### src/rtl/freq_div_pkg.sv
// rtl/freq_div_pkg.sv - shared types and constants for the divider / PWM channels
package freq_div_pkg;

  localparam logic MODE_CONT    = 1'b0;
  localparam logic MODE_ONESHOT = 1'b1;

  // Storage width of config fields; channels use the low CNT_W bits (CNT_W <= CFG_CNT_W)
  localparam int CFG_CNT_W = 16;

  typedef struct packed {
    logic [CFG_CNT_W-1:0] period;
    logic [CFG_CNT_W-1:0] ton;
    logic                 mode;
    logic                 pol;
  } chan_cfg_t;

endpackage

### src/rtl/freq_div_channel.sv
// rtl/freq_div_channel.sv - one divider / PWM / one-shot channel with shadowed config
module freq_div_channel
  import freq_div_pkg::*;
#(
  parameter int   CNT_W     = 16,
  parameter int   DEF_NBT   = 10,
  parameter int   DEF_NBTON = 5,
  parameter logic POLARITY  = 1'b1
) (
  input  logic      clkIn,
  input  logic      resetN,
  input  logic      wrSel,
  input  chan_cfg_t wrCfg,
  input  logic      chEn,
  input  logic      start,
  output logic      clkOut,
  output logic      periodTick,
  output logic      busy
);

  localparam chan_cfg_t DEF_CFG = '{
    period: CFG_CNT_W'(DEF_NBT),
    ton:    CFG_CNT_W'(DEF_NBTON),
    mode:   MODE_CONT,
    pol:    POLARITY
  };

  chan_cfg_t        active;
  chan_cfg_t        shadow;
  logic             pending;
  logic             oneShotRun;
  logic [CNT_W-1:0] cnt;

  chan_cfg_t        nextShadow;
  chan_cfg_t        cfgNow;
  logic             nextPending;
  logic             idle;
  logic             run;
  logic             wrap;
  logic [CNT_W-1:0] perNow;
  logic [CNT_W-1:0] tonNow;
  logic [CNT_W-1:0] lastCnt;

  // While idle the channel has no period in flight, so the shadow config is live immediately
  always_comb begin
    nextShadow  = wrSel ? wrCfg : shadow;
    nextPending = wrSel | pending;
    idle        = !chEn || ((active.mode == MODE_ONESHOT) && !oneShotRun);
    cfgNow      = idle ? nextShadow : active;
    perNow      = cfgNow.period[CNT_W-1:0];
    tonNow      = cfgNow.ton[CNT_W-1:0];
    lastCnt     = (perNow == '0) ? '0 : perNow - CNT_W'(1);
    wrap        = (cnt == lastCnt);
    run         = chEn && ((cfgNow.mode == MODE_CONT) || oneShotRun || start);
  end

  always_ff @(posedge clkIn or negedge resetN) begin
    if (!resetN) begin
      active     <= DEF_CFG;
      shadow     <= DEF_CFG;
      pending    <= 1'b0;
      oneShotRun <= 1'b0;
      cnt        <= '0;
      clkOut     <= ~POLARITY;
      periodTick <= 1'b0;
      busy       <= 1'b0;
    end else begin
      shadow  <= nextShadow;
      pending <= nextPending;
      if (idle || (run && wrap)) begin
        active  <= nextShadow;
        pending <= 1'b0;
      end
      if (run) begin
        clkOut     <= (cnt < tonNow) ? cfgNow.pol : ~cfgNow.pol;
        cnt        <= wrap ? '0 : cnt + CNT_W'(1);
        periodTick <= wrap;
        // internal run flag drops on the last cycle so a held start re-arms with no gap
        oneShotRun <= (cfgNow.mode == MODE_ONESHOT) && !wrap;
        busy       <= (cfgNow.mode == MODE_ONESHOT);
      end else begin
        clkOut     <= ~cfgNow.pol;
        cnt        <= '0;
        periodTick <= 1'b0;
        oneShotRun <= 1'b0;
        busy       <= 1'b0;
      end
    end
  end

endmodule

### src/rtl/freq_divider_pwm.sv
// rtl/freq_divider_pwm.sv - multi-channel programmable clock divider / PWM generator
module freq_divider_pwm
  import freq_div_pkg::*;
#(
  parameter int   NCH       = 2,
  parameter int   CNT_W     = 16,
  parameter int   DEF_NBT   = 10,
  parameter int   DEF_NBTON = 5,
  parameter logic POLARITY  = 1'b1,
  parameter int   CH_W      = 4
) (
  input  logic             clkIn,
  input  logic             resetN,
  input  logic             wrEn,
  input  logic [CH_W-1:0]  wrCh,
  input  logic [CNT_W-1:0] wrPeriod,
  input  logic [CNT_W-1:0] wrTon,
  input  logic             wrMode,
  input  logic             wrPol,
  input  logic [NCH-1:0]   chEn,
  input  logic [NCH-1:0]   start,
  output logic [NCH-1:0]   clkOut,
  output logic [NCH-1:0]   periodTick,
  output logic [NCH-1:0]   busy
);

  chan_cfg_t wrCfg;

  assign wrCfg = '{
    period: CFG_CNT_W'(wrPeriod),
    ton:    CFG_CNT_W'(wrTon),
    mode:   wrMode,
    pol:    wrPol
  };

  // Only indices below NCH decode, so out-of-range writes fall through untouched
  for (genvar i = 0; i < NCH; i++) begin : gCh
    logic wrSel;
    assign wrSel = wrEn && (wrCh == CH_W'(i));

    freq_div_channel #(
      .CNT_W     (CNT_W),
      .DEF_NBT   (DEF_NBT),
      .DEF_NBTON (DEF_NBTON),
      .POLARITY  (POLARITY)
    ) uChannel (
      .clkIn      (clkIn),
      .resetN     (resetN),
      .wrSel      (wrSel),
      .wrCfg      (wrCfg),
      .chEn       (chEn[i]),
      .start      (start[i]),
      .clkOut     (clkOut[i]),
      .periodTick (periodTick[i]),
      .busy       (busy[i])
    );
  end

endmodule

### config.mk
export PLATFORM = sky130hd
export DESIGN_NAME = freq_divider_pwm
export DESIGN_NICKNAME = d
export VERILOG_FILES = /design/src/rtl/freq_div_pkg.sv /design/src/rtl/freq_div_channel.sv /design/src/rtl/freq_divider_pwm.sv
export SDC_FILE = /design/constraint.sdc
export NUM_CORES = 1
export LEC_CHECK = 0
export ABC_CLOCK_PERIOD_IN_PS = 11100
export CAP_MARGIN = 0
export CORE_MARGIN = 1.5
export CORE_UTILIZATION = 60
export CTS_CLUSTER_DIAMETER = 30
export DETAILED_ROUTE_END_ITERATION = 10
export PLACE_DENSITY = 0.85
export RECOVER_POWER = 100
export SYNTH_ARGS = -nofsm -noshare
export SYNTH_HDL_FRONTEND = slang
export SYNTH_HIERARCHICAL = 1
export SYNTH_SLANG_ARGS = --single-unit
### constraint.sdc
create_clock -name clkIn -period 11.1 [get_ports clkIn]
set_input_delay 2.22 -clock clkIn [delete_from_list [all_inputs] [get_ports clkIn]]
set_output_delay 2.22 -clock clkIn [all_outputs]
set_load 0.1 [all_outputs]
==> summary.txt <==
Power
  – Leakage: 5.114 nW
  – Clk pwr share: 0.281
  – P_sw: 0.0008340 W
  – Sw Share: 0.3537
  – Reg power frac: 0.381
  – Gate power share: 0.338
  – Pwr/cell area: 200.2 nW/um2
  – Worst vdd ir: 0.0001164 V
  – Cell-internal power: 0.001524 W

Synth
  – Top cell type by total area after synthesis: dfrtp_1
  – Mapped Avg Cell Area: 11.23 um2
  – Post-synth EDFFs: 0
  – Prevailing post-synth register cell: dfrtp_1
  – Yosys warning total: 6
  – Compound-gate portion of the synthesized area: 0.1049
  – Synth unique cells: 95
  – Synth top area share: 0.3617
  – Yosys reg bits: 176
  – Ys async rst share: 1.000
  – Post-synth net total: 1040
  – Synth Area in Adders: 0.03942
  – Mux share of post-synthesis cell area: 0.2139
  – Most frequent cell after synthesis: dfrtp_1
  – Cell Area, Synth: 10790 um2
  – Post-synthesis xor/xnor area fraction: 0.04893
  – Synthesized instance count: 961
  – Register area share after synthesis: 0.4104
  – Largest cells by area after synthesis: dfrtp_1 36%, mux2_4 8.1%, mux2_2 7.2%
  – Largest family of logic cells by synthesized area: multiplexers
  – Most frequent cells after synthesis: 156 x dfrtp_1, 69 x mux2_2, 66 x mux2i_1
  – Post-Synth Simple-Gate Area: 0.1471

Clocking
  – Reg clk slew, reported paths: 0.07 ns
  – Num CTS Buffers: 17
  – Post-CTS setup buffers: 0
  – Clock Latency Late Sink: 0.44 ns
  – CTS Root Cell: clkbuf_16
  – # hold bufs at CTS: 0
  – Post_cts resized: 0
  – Max H-tree Level: 4
  – Max Buffers Root-to-Sink: 2
  – TritonCTS clock tree: done
  – CTS Sinks: 176

Routing
  – Final ANT Viol Nets: 0
  – DRC viols: 0
  – Drt wl/cell: 21.17 um
  – Drt pass-1 iters: 6
  – Final wirelength: 26.06 mm
  – Via count: 8010
  – Via-to-Cell Ratio: 6.507
  – Starting DRT DRC Count: 711

STA
  – RSZ-0062 raised after global routing: no
  – Final Hold Fails: 0
  – Total negative slack: 0 ns
  – Fmax: 0.1106 GHz
  – Skew final: 0.01183 ns
  – Period utilization: 0.8145
  – Tmin final: 9.040 ns
  – Setup violations, final: 0
  – Tightest Pin Transition: 5.105 ns
  – Slew Limit Fails: 273
  – Rel. slew slack: -2.403

Min path
  – Worst hold path type: reg -> reg
  – Worst Hold End: gCh[1].uChannel/active[16]$_DFFE_PN0P_
  – Hold path depth: 1
  – Worst hold start: gCh[1].uChannel/active[16]$_DFFE_PN0P_

Global route
  – Gr ovfl total: 0
  – Antenna violations before repair: 0
  – Vias in the first global route: 8114
  – First-pass GRT wire length: 42.80 mm
  – Largest net degree at the start of global routing: 94
  – GRT Total Usage: 0.2962

Floorplan
  – DIE HEIGHT: 137.1 um
  – Top Ports: 51
  – Effective utilization at floorplan: 0.6196
  – FP Rows: 48
  – Die area: 18800 um2
  – Die W: 137.1 um
  – Area of the core: 17420 um2

Placed design
  – IO buf count: 50
  – GPL Wtd Cong: 0.9629
  – Placed cells: 1199
  – DPL Wire Length: 18.24 mm

Finish
  – ANT cells: 0
  – Nets: 1072
  – Area delta synth->final: 9.148%
  – Fin cells: 1231
  – Share of layout cells above drive strength 1: 0.09940

Critical path
  – RR Startpoint: gCh[1].uChannel/oneShotRun$_DFF_PN0_
  – Reg2reg path depth: 14
  – RR Endpoint: gCh[1].uChannel/cnt[13]$_DFF_PN0_
  – Critical path capture point type: flip-flop
  – Reg-to-reg slack, setup: 5.19 ns
  – CP Class: in -> reg
  – Crit Path Max Fanout: 48
  – Crit path DAT: 9.32 ns
  – WP data required: 11.38 ns
  – CP Launch Type: primary input

Run status
  – Failing checks: max-capacitance violations, max-slew violations
  – Outcome: finished with violations

Flow run
  – MaxCap Viol Count: 4
metal layers:
layer,routed length (um),GRT usage
met2,12650,0.4916
met5,0,0
met1,11290,0.3823
met4,795,0.1111
met3,1323,0.06074
flip-flops by register name, indices dropped and copies added, names as in the netlist:
| name | flops |
|---|---|
| gCh.uChannel/busy | 2 |
| gCh.uChannel/active | 68 |
| gCh.uChannel/shadow | 68 |
| gCh.uChannel/periodTick | 2 |
| gCh.uChannel/clkOut | 2 |
| gCh.uChannel/oneShotRun | 2 |
| gCh.uChannel/cnt | 32 |
final cells by class:
type | count | area (um2)
timing repair buffer | 58 | 540.5
clock inverter | 15 | 231.5
sequential | 176 | 4429
multi-input combinational | 715 | 5777
tap | 225 | 281.5
fill | 1343 | 5638
inverter | 25 | 93.84
clock buffer | 17 | 425.4
worst max-delay path, stage by stage:
cell and delay [ns]:
dlygate4sd3_1 0.59, nor4b_1 0.38, clkbuf_1 1.75, mux2_1 0.46, mux2i_1 0.32, ha_1 0.21, inv_1 0.06, or4_1 0.60
a22oi_4 0.30, nand3_1 0.37, o211a_1 0.22, nor4_1 0.27, nand4_1 0.19, nor4_4 0.48, or2_0 0.76, nor2_1 0.12
layout by cell type, fill, tap and decap left out, drive strengths merged, types with 18 or more instances in the layout:
cell type | synthesis | final
mux2 | 127 | 127
mux2i | 66 | 66
a21oi | 25 | 25
nor2 | 47 | 47
clkbuf | 15 | 22
nand4 | 18 | 18
xnor2 | 31 | 31
ha | 34 | 34
inv | 25 | 29
dfrtp | 156 | 156
nand2 | 33 | 33
clkdlybuf4s50 | 0 | 42
dfstp | 20 | 20
nor3 | 46 | 46
nand3 | 35 | 35
xor2 | 24 | 24
o21ai | 23 | 23
power by group through the flow:
stage / registers, W / logic (W) / clock network [W]
after floorplan: 0.000903 / 0.000647 / 0
after CTS: 0.000901 / 0.000868 / 0.000674
after detailed placement: 0.000909 / 0.000855 / 0
final: 0.000898 / 0.000797 / 0.000664
after global routing: 0.000915 / 0.000868 / 0.000699
after global placement: 0.000901 / 0.000832 / 0
per-stage QoR:
| stage | total power (W) | hold WS [ns] | cell area [um2] | utilization | setup slack (ns) |
|---|---|---|---|---|---|
| after floorplan | 0.001550 | 0.4724 | 10790 | - | 4.150 |
| after global placement | 0.001733 | 0.4859 | 11370 | 0.6528 | 3.037 |
| after detailed placement | 0.001764 | 0.4880 | 11370 | 0.6528 | 2.924 |
| after CTS | 0.002443 | 0.5118 | 12030 | 0.6905 | 3.332 |
| after global routing | 0.002483 | 0.5093 | 11780 | 0.6763 | 1.589 |
| final | 0.002358 | 0.4901 | 11780 | 0.6763 | 2.060 |
worst max path at each step:
stage,from,endpoint
global placement,chEn[1],gCh[1].uChannel/active[32]$_DFFE_PN0P_
floorplan,wrCh[1],gCh[0].uChannel/active[23]$_DFFE_PN0P_
finish,wrCh[3],gCh[1].uChannel/cnt[13]$_DFF_PN0_
global route,wrCh[3],gCh[1].uChannel/cnt[11]$_DFF_PN0_
detailed placement,chEn[1],gCh[1].uChannel/active[32]$_DFFE_PN0P_
CTS,chEn[1],gCh[1].uChannel/active[32]$_DFFE_PN0P_
cells by family after synthesis:
logic type	count (synthesis)
xor+xnor	57
flops	176
fa+ha+maj	34
compound gates	153
mux	193
simple gates	278
buf+inv	70
No activity file was read; power rests on OpenSTA's default activity.
